**config.mk**
```make
export PLATFORM = sky130hd
export DESIGN_NAME = alu_seq_flat
export DESIGN_NICKNAME = d
export VERILOG_FILES = /design/src/rtl/alu_seq_pkg.sv /design/src/rtl/alu_seq_if.sv /design/src/rtl/alu_seq_seg7_signed_dec.sv /design/src/rtl/alu_seq.sv /design/src/flat_wrapper.sv
export SDC_FILE = /design/constraint.sdc
export NUM_CORES = 1
export LEC_CHECK = 0
export BUFFER_PORTS_ARGS = -buffer_cell sky130_fd_sc_hd__buf_2
export CAP_MARGIN = 20
export CORE_MARGIN = 5
export CORE_UTILIZATION = 45
export DETAILED_ROUTE_END_ITERATION = 16
export PLACE_DENSITY = 0.67
export SETUP_SLACK_MARGIN = 0.15
export SLEW_MARGIN = 20
export SYNTH_ARGS = -nofsm -noshare
export SYNTH_HDL_FRONTEND = slang
export SYNTH_SLANG_ARGS = --single-unit
```
**constraint.sdc**
```tcl
create_clock -name clk_2 -period 3.8 [get_ports clk_2]
set_clock_uncertainty 0.15 [all_clocks]
set_input_delay 0.95 -clock clk_2 [delete_from_list [all_inputs] [get_ports clk_2]]
set_output_delay 0.95 -clock clk_2 [all_outputs]
set_load 0.02 [all_outputs]
```
**src/rtl/alu_seq_pkg.sv**
```systemverilog
// alu_seq_pkg: shared opcode/state encodings and 7-segment constants
// for the sequential signed ALU.
package alu_seq_pkg;

    typedef enum logic [2:0] {
        OP_ADD     = 3'b000,
        OP_SUB     = 3'b001,
        OP_AND     = 3'b010,
        OP_OR      = 3'b011,
        OP_MUL     = 3'b100,
        OP_ACC     = 3'b101,
        OP_CLR     = 3'b110,
        OP_ILLEGAL = 3'b111
    } op_t;

    typedef enum logic [1:0] {
        IDLE = 2'd0,
        EXEC = 2'd1,
        DONE = 2'd2
    } state_t;

    localparam logic [7:0] SEG_DIGIT [0:9] = '{
        8'h3F, 8'h06, 8'h5B, 8'h4F, 8'h66,
        8'h6D, 8'h7D, 8'h07, 8'h7F, 8'h6F
    };
    localparam logic [7:0] SEG_ERR   = 8'h80;
    localparam logic [7:0] SEG_MINUS = 8'h80;

endpackage

```
**src/rtl/alu_seq_if.sv**
```systemverilog
// alu_seq_if: request/response bundle between the operand logic (master)
// and the sequential ALU (slave).
interface alu_seq_if #(parameter int NBITS = 4);
    logic             start;
    logic [NBITS-1:0] a;
    logic [NBITS-1:0] b;
    logic [2:0]       op;
    logic [NBITS-1:0] result;
    logic             busy;
    logic             done;
    logic             error;
    logic [7:0]       seg;

    modport master (output start, a, b, op,
                    input  result, busy, done, error, seg);
    modport slave  (input  start, a, b, op,
                    output result, busy, done, error, seg);
endinterface

```
**src/rtl/alu_seq_seg7_signed_dec.sv**
```systemverilog
// seg7_signed_dec: signed value -> 7-segment pattern. Digits 0..9 by
// magnitude with bit7 as minus sign; anything else (or an error) shows 0x80.
module seg7_signed_dec #(parameter int NBITS = 4) (
    input  logic [NBITS-1:0] value,
    input  logic             error,
    output logic [7:0]       seg
);
    import alu_seq_pkg::*;

    logic             neg;
    logic [NBITS-1:0] mag;

    // Unsigned magnitude; the most negative value keeps its full magnitude.
    assign neg = value[NBITS-1];
    assign mag = neg ? -value : value;

    // Digit lookup with minus overlay, error pattern by default.
    always_comb begin
        seg = SEG_ERR;
        if (!error) begin
            for (int i = 0; i < 10; i++) begin
                if (32'(mag) == i) seg = SEG_DIGIT[i] | (neg ? SEG_MINUS : 8'h00);
            end
        end
    end
endmodule

```
**src/rtl/alu_seq.sv**
```systemverilog
// alu_seq: sequential signed ALU (ADD/SUB/AND/OR/MUL/ACC/CLR) with a
// busy/done handshake, overflow/illegal-op error flag and 7-segment output.
// Build option ALU_MUL_EN: when defined, opcode MUL runs an NBITS-cycle
// shift-add multiplier; when undefined, MUL is handled as an illegal op.
//
// state | meaning
// IDLE  | waiting for start, operands latched on start
// EXEC  | executing; one cycle, or NBITS cycles for MUL
// DONE  | result valid, done pulse, returns to IDLE
module alu_seq #(parameter int NBITS = 4) (
    input logic       clk_2,
    input logic       reset,
    alu_seq_if.slave  bus
);
    import alu_seq_pkg::*;

    state_t           state;
    op_t              op_q;
    logic [NBITS-1:0] a_q;
    logic [NBITS-1:0] b_q;
    logic [NBITS-1:0] result_q;
    logic             busy_q;
    logic             done_q;
    logic             error_q;

    logic [NBITS:0]   ext_sum;
    logic [NBITS-1:0] alu_res;
    logic             alu_err;
    logic             exec_last;
    logic [NBITS-1:0] fin_res;
    logic             fin_err;

`ifdef ALU_MUL_EN
    localparam int CW = (NBITS > 1) ? $clog2(NBITS) : 1;

    logic [CW-1:0]      cnt_q;
    logic [2*NBITS-1:0] ma_q;
    logic [NBITS-1:0]   mb_q;
    logic [2*NBITS-1:0] acc_q;
    logic [2*NBITS-1:0] acc_next;
    logic [2*NBITS-1:0] prod;
    logic               mneg_q;
    logic               mul_err;
    logic [NBITS-1:0]   mag_a;
    logic [NBITS-1:0]   mag_b;

    assign mag_a = bus.a[NBITS-1] ? -bus.a : bus.a;
    assign mag_b = bus.b[NBITS-1] ? -bus.b : bus.b;

    // One partial product per cycle; sign and range check on the final sum.
    always_comb begin
        acc_next = acc_q + (mb_q[0] ? ma_q : '0);
        prod     = mneg_q ? -acc_next : acc_next;
        mul_err  = ~((&prod[2*NBITS-1:NBITS-1]) | ~(|prod[2*NBITS-1:NBITS-1]));
    end
`endif

    // Single-cycle ops: arithmetic at NBITS+1 bits, overflow when the top two bits differ.
    always_comb begin
        ext_sum = '0;
        alu_res = result_q;
        alu_err = 1'b0;
        case (op_q)
            OP_ADD:  ext_sum = {a_q[NBITS-1], a_q} + {b_q[NBITS-1], b_q};
            OP_SUB:  ext_sum = {a_q[NBITS-1], a_q} - {b_q[NBITS-1], b_q};
            OP_ACC:  ext_sum = {result_q[NBITS-1], result_q} + {a_q[NBITS-1], a_q};
            default: ext_sum = '0;
        endcase
        case (op_q)
            OP_ADD, OP_SUB, OP_ACC: begin
                alu_res = ext_sum[NBITS-1:0];
                alu_err = ext_sum[NBITS] ^ ext_sum[NBITS-1];
            end
            OP_AND:  alu_res = a_q & b_q;
            OP_OR:   alu_res = a_q | b_q;
            OP_CLR:  alu_res = '0;
            default: alu_err = 1'b1;
        endcase
    end

    // Selects the completing datapath and whether this EXEC cycle is the last.
    always_comb begin
        exec_last = 1'b1;
        fin_res   = alu_res;
        fin_err   = alu_err;
`ifdef ALU_MUL_EN
        if (op_q == OP_MUL) begin
            exec_last = (cnt_q == '0);
            fin_res   = prod[NBITS-1:0];
            fin_err   = mul_err;
        end
`endif
    end

    // Control FSM with registered result and handshake outputs.
    always_ff @(posedge clk_2) begin
        if (reset) begin
            state    <= IDLE;
            op_q     <= OP_ADD;
            a_q      <= '0;
            b_q      <= '0;
            result_q <= '0;
            busy_q   <= 1'b0;
            done_q   <= 1'b0;
            error_q  <= 1'b0;
`ifdef ALU_MUL_EN
            cnt_q    <= '0;
            ma_q     <= '0;
            mb_q     <= '0;
            acc_q    <= '0;
            mneg_q   <= 1'b0;
`endif
        end else begin
            case (state)
                IDLE: begin
                    if (bus.start) begin
                        a_q    <= bus.a;
                        b_q    <= bus.b;
                        op_q   <= op_t'(bus.op);
                        busy_q <= 1'b1;
                        state  <= EXEC;
`ifdef ALU_MUL_EN
                        cnt_q  <= CW'(NBITS - 1);
                        ma_q   <= {{NBITS{1'b0}}, mag_a};
                        mb_q   <= mag_b;
                        acc_q  <= '0;
                        mneg_q <= bus.a[NBITS-1] ^ bus.b[NBITS-1];
`endif
                    end
                end
                EXEC: begin
                    if (exec_last) begin
                        result_q <= fin_res;
                        error_q  <= fin_err;
                        busy_q   <= 1'b0;
                        done_q   <= 1'b1;
                        state    <= DONE;
                    end
`ifdef ALU_MUL_EN
                    else begin
                        acc_q <= acc_next;
                        ma_q  <= ma_q << 1;
                        mb_q  <= mb_q >> 1;
                        cnt_q <= cnt_q - CW'(1);
                    end
`endif
                end
                DONE: begin
                    done_q <= 1'b0;
                    state  <= IDLE;
                end
                default: state <= IDLE;
            endcase
        end
    end

    assign bus.result = result_q;
    assign bus.busy   = busy_q;
    assign bus.done   = done_q;
    assign bus.error  = error_q;

    seg7_signed_dec #(.NBITS(NBITS)) u_seg (
        .value (result_q),
        .error (error_q),
        .seg   (bus.seg)
    );
endmodule

```
**src/flat_wrapper.sv**
```systemverilog
// flat-port wrapper written by rule: the top's interface ports become plain ports
module alu_seq_flat import alu_seq_pkg::*;
#(parameter int NBITS = 4)
  (clk_2, reset, bus_start, bus_a, bus_b, bus_op, bus_result, bus_busy, bus_done, bus_error, bus_seg);
  alu_seq_if #(.NBITS(NBITS)) bus_i ();
  input logic clk_2;
  input logic reset;
  input wire logic [$bits(bus_i.start)-1:0] bus_start;
  input wire logic [$bits(bus_i.a)-1:0] bus_a;
  input wire logic [$bits(bus_i.b)-1:0] bus_b;
  input wire logic [$bits(bus_i.op)-1:0] bus_op;
  output wire logic [$bits(bus_i.result)-1:0] bus_result;
  output wire logic [$bits(bus_i.busy)-1:0] bus_busy;
  output wire logic [$bits(bus_i.done)-1:0] bus_done;
  output wire logic [$bits(bus_i.error)-1:0] bus_error;
  output wire logic [$bits(bus_i.seg)-1:0] bus_seg;
  assign bus_i.start = bus_start;
  assign bus_i.a = bus_a;
  assign bus_i.b = bus_b;
  assign bus_i.op = bus_op;
  assign bus_result = bus_i.result;
  assign bus_busy = bus_i.busy;
  assign bus_done = bus_i.done;
  assign bus_error = bus_i.error;
  assign bus_seg = bus_i.seg;
  alu_seq #(.NBITS(NBITS)) u_core (.clk_2(clk_2), .reset(reset), .bus(bus_i));
endmodule
```
After elaboration in Yosys (flattened, before gate mapping)
Cells that the tools add are included.
Widths: inputs -> output; s select.
- bits of input ports: 14
- output and inout port bits: 15
- logic and storage cells: 64
- register bits after elaboration: 20
- add/sub/neg operators: 4
- mux-type cells: 21
- reduce and logical (&&, ||, !) cells: 11
- bitwise gates (word level): 3
- eq/ne operators: 17
- operator list (kind ; count):
    $mux 8 ; 12
    $eq 4x3->1 const B ; 4
    $pmux 4 s4 ; 1
    $pmux 5 s3 ; 1
    $add 4x4->5 ; 2
    $eq 4x2->1 const B ; 2
    $eq 4x4->1 const B ; 2
    $eq 3x2->1 const B ; 2
    $eq 3x3->1 const B ; 2
    $pmux 1 s2 ; 3
    $reduce_and 2->1 ; 3
    $reduce_or 3->1 ; 2
    $sub 4x4->5 ; 1
    $and 4x4->4 ; 1
    $eq 4x1->1 const B ; 1
    $logic_not 4->1 ; 1
    $mux 4 ; 1
    $neg 4->4 ; 1
    $or 4x4->4 ; 1
    $pmux 2 s2 ; 1
    $reduce_bool 2->1 ; 2
    $reduce_bool 4->1 ; 1
    $eq 3x1->1 const B ; 1
    $logic_not 3->1 ; 1
    7 further kinds ; 7

Depth between registers and ports, before layout
- word-level depth: 14
- depth in mapped cells: 12
- mapped depth without buffers: 12

Modules after synthesis
Synthesis repeated with hierarchy kept, for this count alone.
- cell total of the unflattened synthesis: 221
- area total of the unflattened synthesis: 1699.1 µm²
- by module, submodules not included (module ; cells an instance ; area an instance (µm²) ; instances ; seq. area each (µm²)):
    alu_seq ; 155 ; 1219.9 ; 1 ; 400.4
    seg7_signed_dec ; 66 ; 479.2 ; 1 ; 0.0

Worst setup path before layout
OpenSTA, ideal clock, no wires.
- kind: register -> output
- start point: register u_core.result_q[0] (netlist: u_core.bus.result[0])
- end point: output port bus_seg[3]
- cell stages (with the launch flop): 10
- data arrival time: 2.200 ns
- slack: 0.500 ns
- path through: dfxtp_1 -> buf_2 -> inv_1 -> ha_1 -> buf_2 -> nor2b_1 -> o22ai_1 -> a211o_1 -> and3_1 -> o22ai_1
- word-level cells in the longest chain between the ends: 14
- RTL lines (element ; RTL line ; RTL):
    start, declared ; alu_seq.sv:21 ; logic [NBITS-1:0] result_q;
    start signal, assigned ; alu_seq.sv:133 ; result_q <= fin_res;
    $neg 4->4 ; alu_seq_seg7_signed_dec.sv:15 ; assign mag = neg ? -value : value;
    $mux 4 (*) ; alu_seq_seg7_signed_dec.sv:15 ;
    $logic_not 4->1 ; alu_seq_seg7_signed_dec.sv:22 ; if (32'(mag) == i) seg = SEG_DIGIT[i] | (neg ? SEG_MINUS : 8'h00);
    $mux 8 (9 in series) ; alu_seq_seg7_signed_dec.sv:22 ;
    $mux 8 (*) ; alu_seq_seg7_signed_dec.sv:22 ;
    $mux 8 (*) ; alu_seq_seg7_signed_dec.sv:20 ; if (!error) begin
    end, declared ; flat_wrapper.sv:16 ; output wire logic [$bits(bus_i.seg)-1:0] bus_seg;
Mark *: on every way between the ends. The rest lies on a longest branch, timed or not.

Worst setup path after layout
- start point: register u_core.result_q[0] (netlist: u_core.bus.result[0])
- end point: output port bus_seg[1]
Same word-level chain as after synthesis.

==> flow_summary.yaml <==
clocking:
  cts_made_buffers: 3
  holdBufCountCts: 0
  post_cts_buffers: 0
  clk_latency_ns: 0.25
  path_clk_slew_ns: 0.07
  h-tree-depth: 1
  clockRootBuffer: "clkbuf_8"
  cts_tree: "built"
  cts_buffer_depth: 2
  cts_sinks: 20
power_and_ir_drop:
  power.leakage_nw: 0.7716
  irDropWorstVdd_uv: 249.0
  power.density_mw_per_mm2: 385.0
floorplanning:
  die_height_um: 72.17
  dieWidth_um: 72.17
  design.core.area_mm2: 0.003716
  start_util_pct: 46.80
  boundaryPins: 29
  dieArea_mm2: 0.005208
  num_rows: 22
worst_setup_path:
  crit_path_max_fanout: 11
  path_class: "flip-flop to primary output"
  r2r_end: "u_core.bus.error"
  r2r_start: "u_core.op_q[1]"
  r2r_setup_slack_ns: 0.83
  worstSetupStartpointType: "flip-flop"
  worstPathRequired_ns: 2.70
  end_kind: "primary output"
  worst-r2r-cell-count: 11
  arrival_ns: 2.32
placed_design:
  dp_slack_ns: 0.4226
  gp_congestion: 0.8512
  place_area_mm2: 0.001838
  io_buffer_count: 28
  dp_hpwl_um: 2860
routing:
  detail-route-antenna-nets: 0
  via_count: 1574
  viasPerCell: 5.428
  routed_wl_um: 3618
  drc: 0
  drtIter0Drc: 90
  wire_per_inst_um: 12.48
  drt_pass1_iterations: 4
layout:
  diodes: 0
  fill_cells: 383
  fin_area_mm2: 0.001889
  area_growth_pct: 8.633
  final_nets: 270
  drive_above_1_share_pct: 21.07
global_routing:
  grt_pass1_vias: 1390
  grt_first_pass_wirelength_um: 6113
  busiest_layer: "met2"
  grt_max_degree: 22
  antenna_found_initial: 0
  grtUsageMet1_pct: 20.39
  met3_usage_pct: 1.662
  overflow: 0
  met2_usage_pct: 21.74
  track_usage_pct: 14.01
synth:
  synth.avg_cell_area_um2: 7.799
  ys_warn_count: 0
  synth.area.mux_share_pct: 2.446
  yosys.area_share.simple_pct: 24.82
  yosysSeqAreaShare_pct: 23.02
  synth-compound-area-share_pct: 25.61
  synth_cells: 223
  synthAdderAreaFrac_pct: 10.22
  synth_edf_count: 0
  synth_cell_type_count: 58
  ys_async_sr_fraction_pct: 0
  yosys_register_bits: 20
  netlist_area_mm2: 0.001739
  synthesis.nets: 249
  dominantRegCellSynth: "dfxtp_1"
  synth_xor_area_share_pct: 3.741
  synth_top_family_by_area: "compound AO/OA/AOI/OAI gates"
timing:
  max-slew-margin-rel_pct: 71.42
  tightest_slew_ns: 0.4281
  hold_viol: 0
  setup_slack_ns: 0.3836
  fin_crit_ns: 3.416
  setup_viol: 0
  rsz0062_at_grt: "false"
  fmaxAchievable_ghz: 0.2927
  fin_crit_sh_pct: 89.91
  maxSlewViolCount: 0
  fin_tns_setup_ns: 0
run_status:
  status: "completed"
worst_hold_path:
  min-delay-start: "u_core.a_q[0]"
  hold_end: "u_core.a_q[0]"
  hold_class: "flip-flop to flip-flop"
  whs_path_depth: 2
run:
  maxCapViolCount: 0
## worst max-delay path by stage
| stage | start | endpoint | slack (ns) | cells after the start |
|---|---|---|---|---|
| global route | u_core.bus.result[0] | bus_seg[7] | 0.19 | 7 |
| finish | u_core.bus.result[0] | bus_seg[1] | 0.38 | 8 |
| floorplan | u_core.bus.result[0] | bus_seg[3] | 0.50 | 9 |
| global placement | u_core.bus.result[0] | bus_seg[3] | 0.46 | 8 |
| detailed placement | u_core.bus.result[0] | bus_seg[1] | 0.42 | 8 |
| CTS | u_core.bus.result[1] | bus_seg[1] | 0.25 | 8 |
## synth_stat cells (2+ instances only)
cell type  number  share of area [%]
a31oi_1         3                1.1
mux2i_1         2                1.2
buf_2           2               0.58
buf_4           2               0.86
clkbuf_1        4               0.86
and2_1          2               0.72
nor3_1          4                1.2
nor2b_1         6                2.2
inv_1          16                3.5
o21ai_0        12                3.5
o2bb2ai_1       2                1.0
ha_1           11                7.9
o22ai_1         3                1.1
xnor2_1         3                1.5
nor2_1         17                3.7
dfxtp_1        20                 23
a211oi_1        3                1.3
a311oi_1        2                1.0
a211o_1         2                1.0
nand3_1         6                1.7
nand2b_4        2                1.6
nand2b_1        4                1.4
nand2_1        30                6.5
o31ai_1         2               0.86
clkbuf_8        4                3.2
a22oi_1         2               0.86
maj3_1          2                1.2
a21oi_1        24                6.9
mux2_2          2                1.3
## final cells by class
type	instances	area [µm²]	area share, %
multi-input cells	173	1170	61.92
flip-flops and latches	20	402.9	21.32
repair buffers	30	155.1	8.212
inverters	16	60.06	3.179
well taps	48	60.06	3.179
clock buffers	3	41.29	2.185
## worst max-delay path: stages, from the launching register on
cell and delay, ns:
dfxtp_2 0.45, inv_1 0.14, ha_2 0.27, nand2b_1 0.19, a22oi_2 0.27, nor2_1 0.07, o31ai_1 0.34, o2bb2ai_1 0.17
buf_2 0.18
## kinds of logic after synthesis
logic type,count (synthesis)
adders and majority gates,14
muxes,4
AOI/OAI and AO/OA,67
DFF,20
and+or+nand+nor,83
xor gates and xnor gates,5
buffers and inverters,30
## repair_timing
action / in CTS / in global routing
gates resized for setup: 1 / 3
gates cloned: 0 / 0
endpoints found under the setup margin: 2 / 4
## power breakdown
group | total, mW | leakage (nW) | switching, mW | internal, mW
Combinational | 0.332 | 0.585 | 0.195 | 0.137
Clock | 0.135 | 0.0216 | 0.0642 | 0.0704
Sequential | 0.261 | 0.165 | 0.0315 | 0.229
## routing by layer
layer / wire (µm) / vias up
met2: 1590 / 40
li1: - / 821
met5: 0 / -
met3: 170 / 6
met4: 32 / 0
met1: 1825 / 707
## state kept, by name, summed over array words and instances (netlist names)
signal,cells
u_core.a_q,4
u_core.b_q,4
u_core.bus.result,4
u_core.op_q,3
u_core.state,2
u_core.bus.busy,1
u_core.bus.done,1
u_core.bus.error,1
## cell usage in the layout, fill, tap and decap left out, types with 3 or more instances in the layout
cell type,Yosys,final
nor2_1,17,17
xnor2_1,3,3
o21ai_0,12,12
o22ai_1,3,3
ha_1,11,10
nand3_1,6,6
nor3_1,4,4
a31oi_1,3,3
nor2b_1,6,6
nand2_1,30,30
dfxtp_1,20,18
nand2b_1,4,4
a211oi_1,3,3
a21oi_1,24,24
inv_1,16,16
clkbuf_8,4,3
buf_2,2,28
## per-stage QoR
step	std cells	utilization, %	total power, mW	hold WS (ns)
after global placement	287	49.46	0.5960	0.3146
after CTS	290	50.61	0.7318	0.3387
after global routing	290	50.84	0.7835	0.3550
after detailed placement	287	49.46	0.5946	0.3284
final	290	50.84	0.7274	0.3388
after floorplan	223	-	0.5173	0.2978
Note: power is estimated with default switching activity, not from simulation.
